$ cat src/rtl/acc_unit_pkg.sv
// acc_unit_pkg: opcode and FSM state types shared by the accumulator unit
package acc_unit_pkg;
  typedef enum logic [2:0] {
    OP_ADD = 3'b000,
    OP_SUB = 3'b001,
    OP_AND = 3'b010,
    OP_OR  = 3'b011,
    OP_XOR = 3'b100,
    OP_NOT = 3'b101,
    OP_SHL = 3'b110,
    OP_SHR = 3'b111
  } op_e;
  typedef enum logic [1:0] {
    S_IDLE  = 2'b00,
    S_SHIFT = 2'b01,
    S_DONE  = 2'b10
  } state_e;
endpackage

$ cat src/rtl/acc_unit_alu.sv
// acc_unit_alu: single-cycle ADD..NOT datapath; ACC_UNIT_SAT_EN enables ADD/SUB saturation
module acc_unit_alu
  import acc_unit_pkg::*;
#(
  parameter int WIDTH = 8
) (
  input  op_e              op_i,
  input  logic [WIDTH-1:0] a_i,
  input  logic [WIDTH-1:0] b_i,
  output logic [WIDTH-1:0] res_o,
  output logic             cy_o
);
  logic [WIDTH:0] sum;
  logic [WIDTH:0] dif;
  // result and carry/borrow; the MSB of the widened difference is the borrow
  always_comb begin
    sum   = {1'b0, a_i} + {1'b0, b_i};
    dif   = {1'b0, a_i} - {1'b0, b_i};
    res_o = '0;
    cy_o  = 1'b0;
    case (op_i)
      OP_ADD: begin res_o = sum[WIDTH-1:0]; cy_o = sum[WIDTH]; end
      OP_SUB: begin res_o = dif[WIDTH-1:0]; cy_o = dif[WIDTH]; end
      OP_AND: res_o = a_i & b_i;
      OP_OR:  res_o = a_i | b_i;
      OP_XOR: res_o = a_i ^ b_i;
      OP_NOT: res_o = ~a_i;
      default: res_o = a_i;
    endcase
`ifdef ACC_UNIT_SAT_EN
    if (op_i == OP_ADD && sum[WIDTH]) res_o = '1;
    if (op_i == OP_SUB && dif[WIDTH]) res_o = '0;
`endif
  end
endmodule

$ cat src/rtl/acc_unit.sv
// acc_unit: accumulator with ALU ops and bit-serial shifter; ACC_UNIT_SAT_EN selects saturating ADD/SUB
module acc_unit
  import acc_unit_pkg::*;
#(
  parameter int WIDTH = 8,
  parameter int SHW   = $clog2(WIDTH)
) (
  input  logic             clk,
  input  logic             rst_n,
  input  logic             cl,
  input  logic             ld,
  input  logic             start,
  input  logic [2:0]       op,
  input  logic [WIDTH-1:0] operand,
  input  logic [SHW-1:0]   shamt,
  input  logic             fill,
  output logic             ready,
  output logic             done,
  output logic [WIDTH-1:0] acc,
  output logic             carry,
  output logic             zero
);
  state_e           state_q, state_d;
  logic [WIDTH-1:0] acc_q, acc_d;
  logic             carry_q, carry_d;
  logic [SHW-1:0]   cnt_q, cnt_d;
  logic             shl_q, shl_d;
  logic [WIDTH-1:0] alu_res;
  logic             alu_cy;
  op_e              op_s;

  assign op_s = op_e'(op);

  acc_unit_alu #(.WIDTH(WIDTH)) u_alu (
    .op_i  (op_s),
    .a_i   (acc_q),
    .b_i   (operand),
    .res_o (alu_res),
    .cy_o  (alu_cy)
  );

  // state and datapath registers, cleared asynchronously
  always_ff @(posedge clk or negedge rst_n) begin
    if (!rst_n) begin
      state_q <= S_IDLE;
      acc_q   <= '0;
      carry_q <= 1'b0;
      cnt_q   <= '0;
      shl_q   <= 1'b0;
    end else begin
      state_q <= state_d;
      acc_q   <= acc_d;
      carry_q <= carry_d;
      cnt_q   <= cnt_d;
      shl_q   <= shl_d;
    end
  end

  // next state: clear beats start beats load; shifts move one bit per SHIFT cycle
  always_comb begin
    state_d = state_q;
    acc_d   = acc_q;
    carry_d = carry_q;
    cnt_d   = cnt_q;
    shl_d   = shl_q;
    if (cl) begin
      state_d = S_IDLE;
      acc_d   = '0;
      carry_d = 1'b0;
      cnt_d   = '0;
    end else begin
      case (state_q)
        S_IDLE: begin
          if (start) begin
            if (op_s == OP_SHL || op_s == OP_SHR) begin
              shl_d   = (op_s == OP_SHL);
              cnt_d   = shamt;
              state_d = (shamt == '0) ? S_DONE : S_SHIFT;
            end else begin
              acc_d   = alu_res;
              carry_d = alu_cy;
              state_d = S_DONE;
            end
          end else if (ld) begin
            acc_d = operand;
          end
        end
        S_SHIFT: begin
          acc_d   = shl_q ? {acc_q[WIDTH-2:0], fill} : {fill, acc_q[WIDTH-1:1]};
          carry_d = shl_q ? acc_q[WIDTH-1] : acc_q[0];
          cnt_d   = cnt_q - SHW'(1);
          state_d = (cnt_q == SHW'(1)) ? S_DONE : S_SHIFT;
        end
        default: state_d = S_IDLE;
      endcase
    end
  end

  assign ready = (state_q == S_IDLE);
  assign done  = (state_q == S_DONE);
  assign acc   = acc_q;
  assign carry = carry_q;
  assign zero  = (acc_q == '0);
endmodule

$ cat config.mk
export PLATFORM = sky130hd
export DESIGN_NAME = acc_unit
export DESIGN_NICKNAME = d
export VERILOG_FILES = /design/src/rtl/acc_unit_pkg.sv /design/src/rtl/acc_unit_alu.sv /design/src/rtl/acc_unit.sv
export SDC_FILE = /design/constraint.sdc
export NUM_CORES = 1
export LEC_CHECK = 0
export BUFFER_PORTS_ARGS = -buffer_cell sky130_fd_sc_hd__buf_4
export CORE_MARGIN = 4
export CORE_UTILIZATION = 29
export CTS_BUF_LIST = sky130_fd_sc_hd__clkbuf_8
export DETAILED_ROUTE_END_ITERATION = 16
export GPL_TIMING_DRIVEN = 0
export PLACE_DENSITY_LB_ADDON = 0.15
export RECOVER_POWER = 50
export SLEW_MARGIN = 20
export SYNTH_ARGS = -nofsm -noshare
export SYNTH_HDL_FRONTEND = slang
export SYNTH_SLANG_ARGS = --single-unit
$ cat constraint.sdc
create_clock -name clk -period 4.82 [get_ports clk]
set_clock_uncertainty 0.2 [all_clocks]
set_input_delay 0.482 -clock clk [delete_from_list [all_inputs] [get_ports clk]]
set_output_delay 0.482 -clock clk [all_outputs]
set_load 0.05 [all_outputs]
Word level (Yosys, flattened, before mapping)
Index checks and enable logic that the tools add are counted.

storage, ports and cells
  register bits = 15
  word-level logic and storage cells = 62
  output and inout bits = 12
  input bits = 20

operators by class
  multiplexer cells = 23
  reduce and logical (&&, ||, !) cells = 10
  add/sub/neg operators = 3
  equal/unequal tests = 16
  bitwise logic cells = 5

operator list
  cell                                                   number
  one-hot mux 8 bit (6 select lines)                     1
  2-to-1 mux 8 bit                                       5
  one-hot mux 8 bit (2 select lines)                     1
  == test 3 bit, second input constant                   4
  2-to-1 mux 2 bit                                       5
  adder 8 x 8 -> 9 bit                                   1
  2-to-1 mux 3 bit                                       3
  inequality test 9 x 3 -> 1 bit, second input constant  1
  subtractor 8 x 8 -> 9 bit                              1
  AND 8 bit                                              1
  logical NOT 8 bit                                      1
  inequality test 4 bit, second input constant           2
  NOT 8 bit                                              1
  OR 8 bit                                               1
  AND reduction 4 bit                                    2
  bitwise XOR 8 bit                                      1
  == test 3 x 1 -> 1 bit, second input constant          2
  == test 3 x 2 -> 1 bit, second input constant          2
  logical NOT 3 bit                                      2
  inequality test 3 bit, second input constant           2
  one-hot mux 3 bit (2 select lines)                     1
  AND reduction 3 bit                                    2
  2-to-1 mux 1 bit                                       4
  one-hot mux 1 bit (2 select lines)                     2
  other kinds (9)                                        9

Depth between registers and ports, before layout
  depth after elaboration = 6
  mapped depth = 9
  gate-level depth less buffers = 9

Cells and area by module
A second synthesis with hierarchy kept.

unflattened totals
  cells, all modules = 289
  area total of the unflattened synthesis = 2403.6 µm²

by module, submodules not included
  module        instances  sequential area each (µm²)  cells each  area each (µm²)
  acc_unit_alu  1          0.0                         182         1293.7
  acc_unit      1          375.4                       107         1109.8

Worst setup path after synthesis
OpenSTA, ideal clock, no wires.

  kind = register -> register
  start = reg acc_q[1] (netlist: acc[1])
  end = reg acc_q[7] (netlist: acc[7])
  period minus slack after synthesis = 2.616 ns
  library setup time = 0.076 ns
  arrival time = 2.340 ns
  cell stages (with the launch flop) = 9
  setup slack = 2.204 ns
  cell sequence = dfrtp_1 -> inv_1 -> ha_1 -> o21bai_1 -> a221oi_2 -> nor4b_1 -> or4_1 -> and3_1 -> o21ai_1

on the way
  word-level cells in the longest chain between the ends = 6

ends and longest elaborated chain
  item                                                               line                                    RTL
  from (decl)                                                        acc_unit.sv:24                          logic [WIDTH-1:0] acc_q, acc_d;
  from (signal assigned)                                             acc_unit.sv:46                          acc_q <= '0;
  from (signal assigned)                                             acc_unit.sv:52                          acc_q <= acc_d;
  subtractor 8 x 8 -> 9 bit or adder 8 x 8 -> 9 bit (tied branches)  acc_unit_alu.sv:18, acc_unit_alu.sv:17
  one-hot mux 8 bit (6 select lines) (*)                             acc_unit_alu.sv:21                      case (op_i)
  2-to-1 mux 8 bit (*)                                               acc_unit.sv:75                          if (op_s == OP_SHL || op_s == OP_SHR) begin
  2-to-1 mux 8 bit (*)                                               acc_unit.sv:74                          if (start) begin
  one-hot mux 8 bit (2 select lines) (*)                             acc_unit.sv:72                          case (state_q)
  2-to-1 mux 8 bit (*)                                               acc_unit.sv:66                          if (cl) begin

Every way passes the cells marked *; elsewhere a longest branch is shown, timed or not. The select of a mux whose other input is x is not followed.
A chain may end at the register's enable or synchronous reset.

Worst setup path after layout
Ends and elaborated chain as after synthesis.

==> impl_results.md <==
- Layout fillers: 852
- Via count: 2311
- Design Power: 0.636 mW
- Commonest non-fill, non-tap cell in the layout: a21oi_1
- Post-CTS Resized: 0
- Reg-to-reg endpoint: acc[7]
- Post-synth net total: 356
- Max incr delay on CP: 0.54 ns
- PwrDens: 237 mW/mm²
- Area Growth Syn to Fin: 17.0%
- Die ar.: 0.00939 mm²
- Wirelength per Cell: 16.6 µm
- Area of the multi-input gates: 0.00170 mm²
- Status: finished, final reports clean
- Critical path capture point type: flop
- Routed Antenna Nets: 0
- GRT Resource Usage Total: 15.5%
- Critical-path top delay cell: dfrtp_1
- Chip Height: 96.9 µm
- Largest net degree at the start of global routing: 16
- WP data required: 4.75 ns
- Cell row count: 32
- Post-CTS Setup Inserts: 0
- Critical Path, Cell by Cell: inv_1, ha_1, o21bai_1, a221oi_2, nor4b_1, or4_1, and3_1, o21ai_1
- Nets: 392
- ANT cells: 0
- Reg2reg start: acc[1]
- Warnings from Yosys: 0
- Initial antenna violation count: 0
- CP arrival: 2.71 ns
- Worst hold path stage count: 2
- CTS Sinks: 15
- Core area: 0.00769 mm²
- Worst-path clk slew: 0.06 ns
- DRC: 0
- Ys async rst share: 100%
- Post-synth EDFFs: 0
- I/O Buffers: 30
- DR vias/cell: 5.20
- DP HPWL: 5840 µm
- Post-Route WL: 7390 µm
- RSZ-0062 raised after global routing: false
- Max Root-Sink Buffers: 2
- Hold WS: 0.282 ns
- Synth Flop Type: dfrtp_1
- Num ports: 32
- HP Start: cnt_q[1]
- Final worst path period share: 57.6%
- Most frequent cells in the layout: a21oi_1, o21ai_0, inv_1, nor2_1
- Crit. Startpoint: acc[1]
- Final setup viols: 0
- CP Capture Point: acc[7]
- H-Tree Depth: 1
- Actual transition at the worst max-transition pin: 0.909 ns
- TritonRoute pass-1 iters: 4
- Setup WS post-layout: 2.04 ns
- Sequential area share after synthesis: 16.4%
- Final Max Slew Viols: 0
- Relative slew slack: 39.4%
- Initial Util: 29.8%
- Hold WC Path Type: reg2reg
- Post-Syn Area per Cell: 7.46 µm²
- CTS Hold Bufs: 1
- Post-Synthesis Cells: 307
- First-pass GRT wire length: 12000 µm
- Setup CP Type: reg2reg
- Clk Latency, worst-skew pair: 0.25 ns
- CTS Root Cell: clkbuf_8
- Core occupancy in the finished layout: 34.9%
- Post-place setup slack: 2.00 ns
- Initial drt markers: 91
- CTS tree: yes
- Die width: 96.9 µm
- Worst-path maximum fanout: 8
- Num CTS Buffers: 3
- Post-synthesis cell area: 0.00229 mm²
- Reg2Reg Depth: 8
- Fin. Hold Viols: 0
- Vias in the first global route: 2255
- Setup TNS: 0 ns
- Achievable Freq: 0.360 GHz
- Reg area: 375 µm²
- GP Congestion: 0.776
- Min Tclk post-route: 2.78 ns
- Seq cells post-synth: 15
- GR Overflow Total: 0
- Max IR drop VDD: 0.0854 mV
- CP Launch Type: flop
- Worst R2R Setup Slack: 2.04 ns
- P_leak: 1.18 nW
- Max-cap viol count: 0
- Share of cells above drive strength 1: 14.9%
- Post-synth cell types: 56
[power by group]
part           leakage [nW]  internal [mW]  switching [mW]
clock network        0.0269         0.0565          0.0480
registers             0.197          0.140          0.0285
logic                 0.952          0.139           0.224
total                  1.18          0.336           0.301
[registers in the layout, indices dropped and copies added, names as in the netlist]
signal   cells
cnt_q        3
carry        1
shl_q        1
acc          8
state_q      2
[stage by stage]
stage / cells / area [µm²]
2_1_floorplan: 307 / 2290
3_3_place_gp: 439 / 2640
4_1_cts: 444 / 2700
5_1_grt: 444 / 2680
3_5_place_dp: 439 / 2640
6_report: 444 / 2680
[critical path, delay by kind of cell, from the launching register on]
kind | cells | cell delay (ns)
and+or+nand+nor | 3 | 0.76
DFF | 1 | 0.54
AOI/OAI and AO/OA | 3 | 0.54
adders and majority gates | 1 | 0.38
buffers and inverters | 1 | 0.22
[metal layers]
metal  up-vias  GRT usage (%)  routed length (µm)
met2        52           26.2                3510
met4         0           2.92                  55
met3         5           1.51                 291
met5         -              0                   0
met1      1088           21.4                3530
li1       1166              -                   -
[worst min path at each step]
stage	endpoint	slack, ns
after global routing	cnt_q[1]	0.33
final	cnt_q[1]	0.28
after CTS	cnt_q[1]	0.29
after global placement	state_q[1]	0.16
after detailed placement	state_q[0]	0.16
after floorplan	acc[0]	-0.01
[cell usage after synthesis, drive strengths merged, types with 3 or more instances]
cell	count	area, µm²
a211oi	4	30.0
a21oi	37	185
a22oi	7	52.6
buf	13	87.6
clkbuf	5	18.8
dfrtp	15	375
ha	27	338
inv	28	105
mux2i	9	90.1
nand2	16	62.6
nand2b	4	25.0
nor2	29	109
nor2b	6	45.0
nor3	7	40.0
nor3b	4	30.0
o211ai	6	45.0
o21ai	33	169
o21bai	3	26.3
o221ai	4	35.0
o22ai	3	18.8
or3	6	42.5
xnor2	5	43.8
xor2	5	43.8
[layout make-up]
cell class | count | share of cell area, %
inverters | 28 | 3.92
repair buffers | 31 | 8.08
multi-input cells | 246 | 63.6
clock inverters | 1 | 0.140
plain buffers | 18 | 3.97
well taps | 102 | 4.76
clock buffers | 3 | 1.54
flip-flops and latches | 15 | 14.0
[kinds of logic after synthesis]
logic type	after synthesis	share of synthesized area (%)
compound gates	115	31.6
flops	15	16.4
xor+xnor	10	3.82
buf+inv	46	9.23
mux	9	3.93
fa+ha+maj	29	16.5
simple gates	83	18.5
Power figures use the tool's default switching activity.
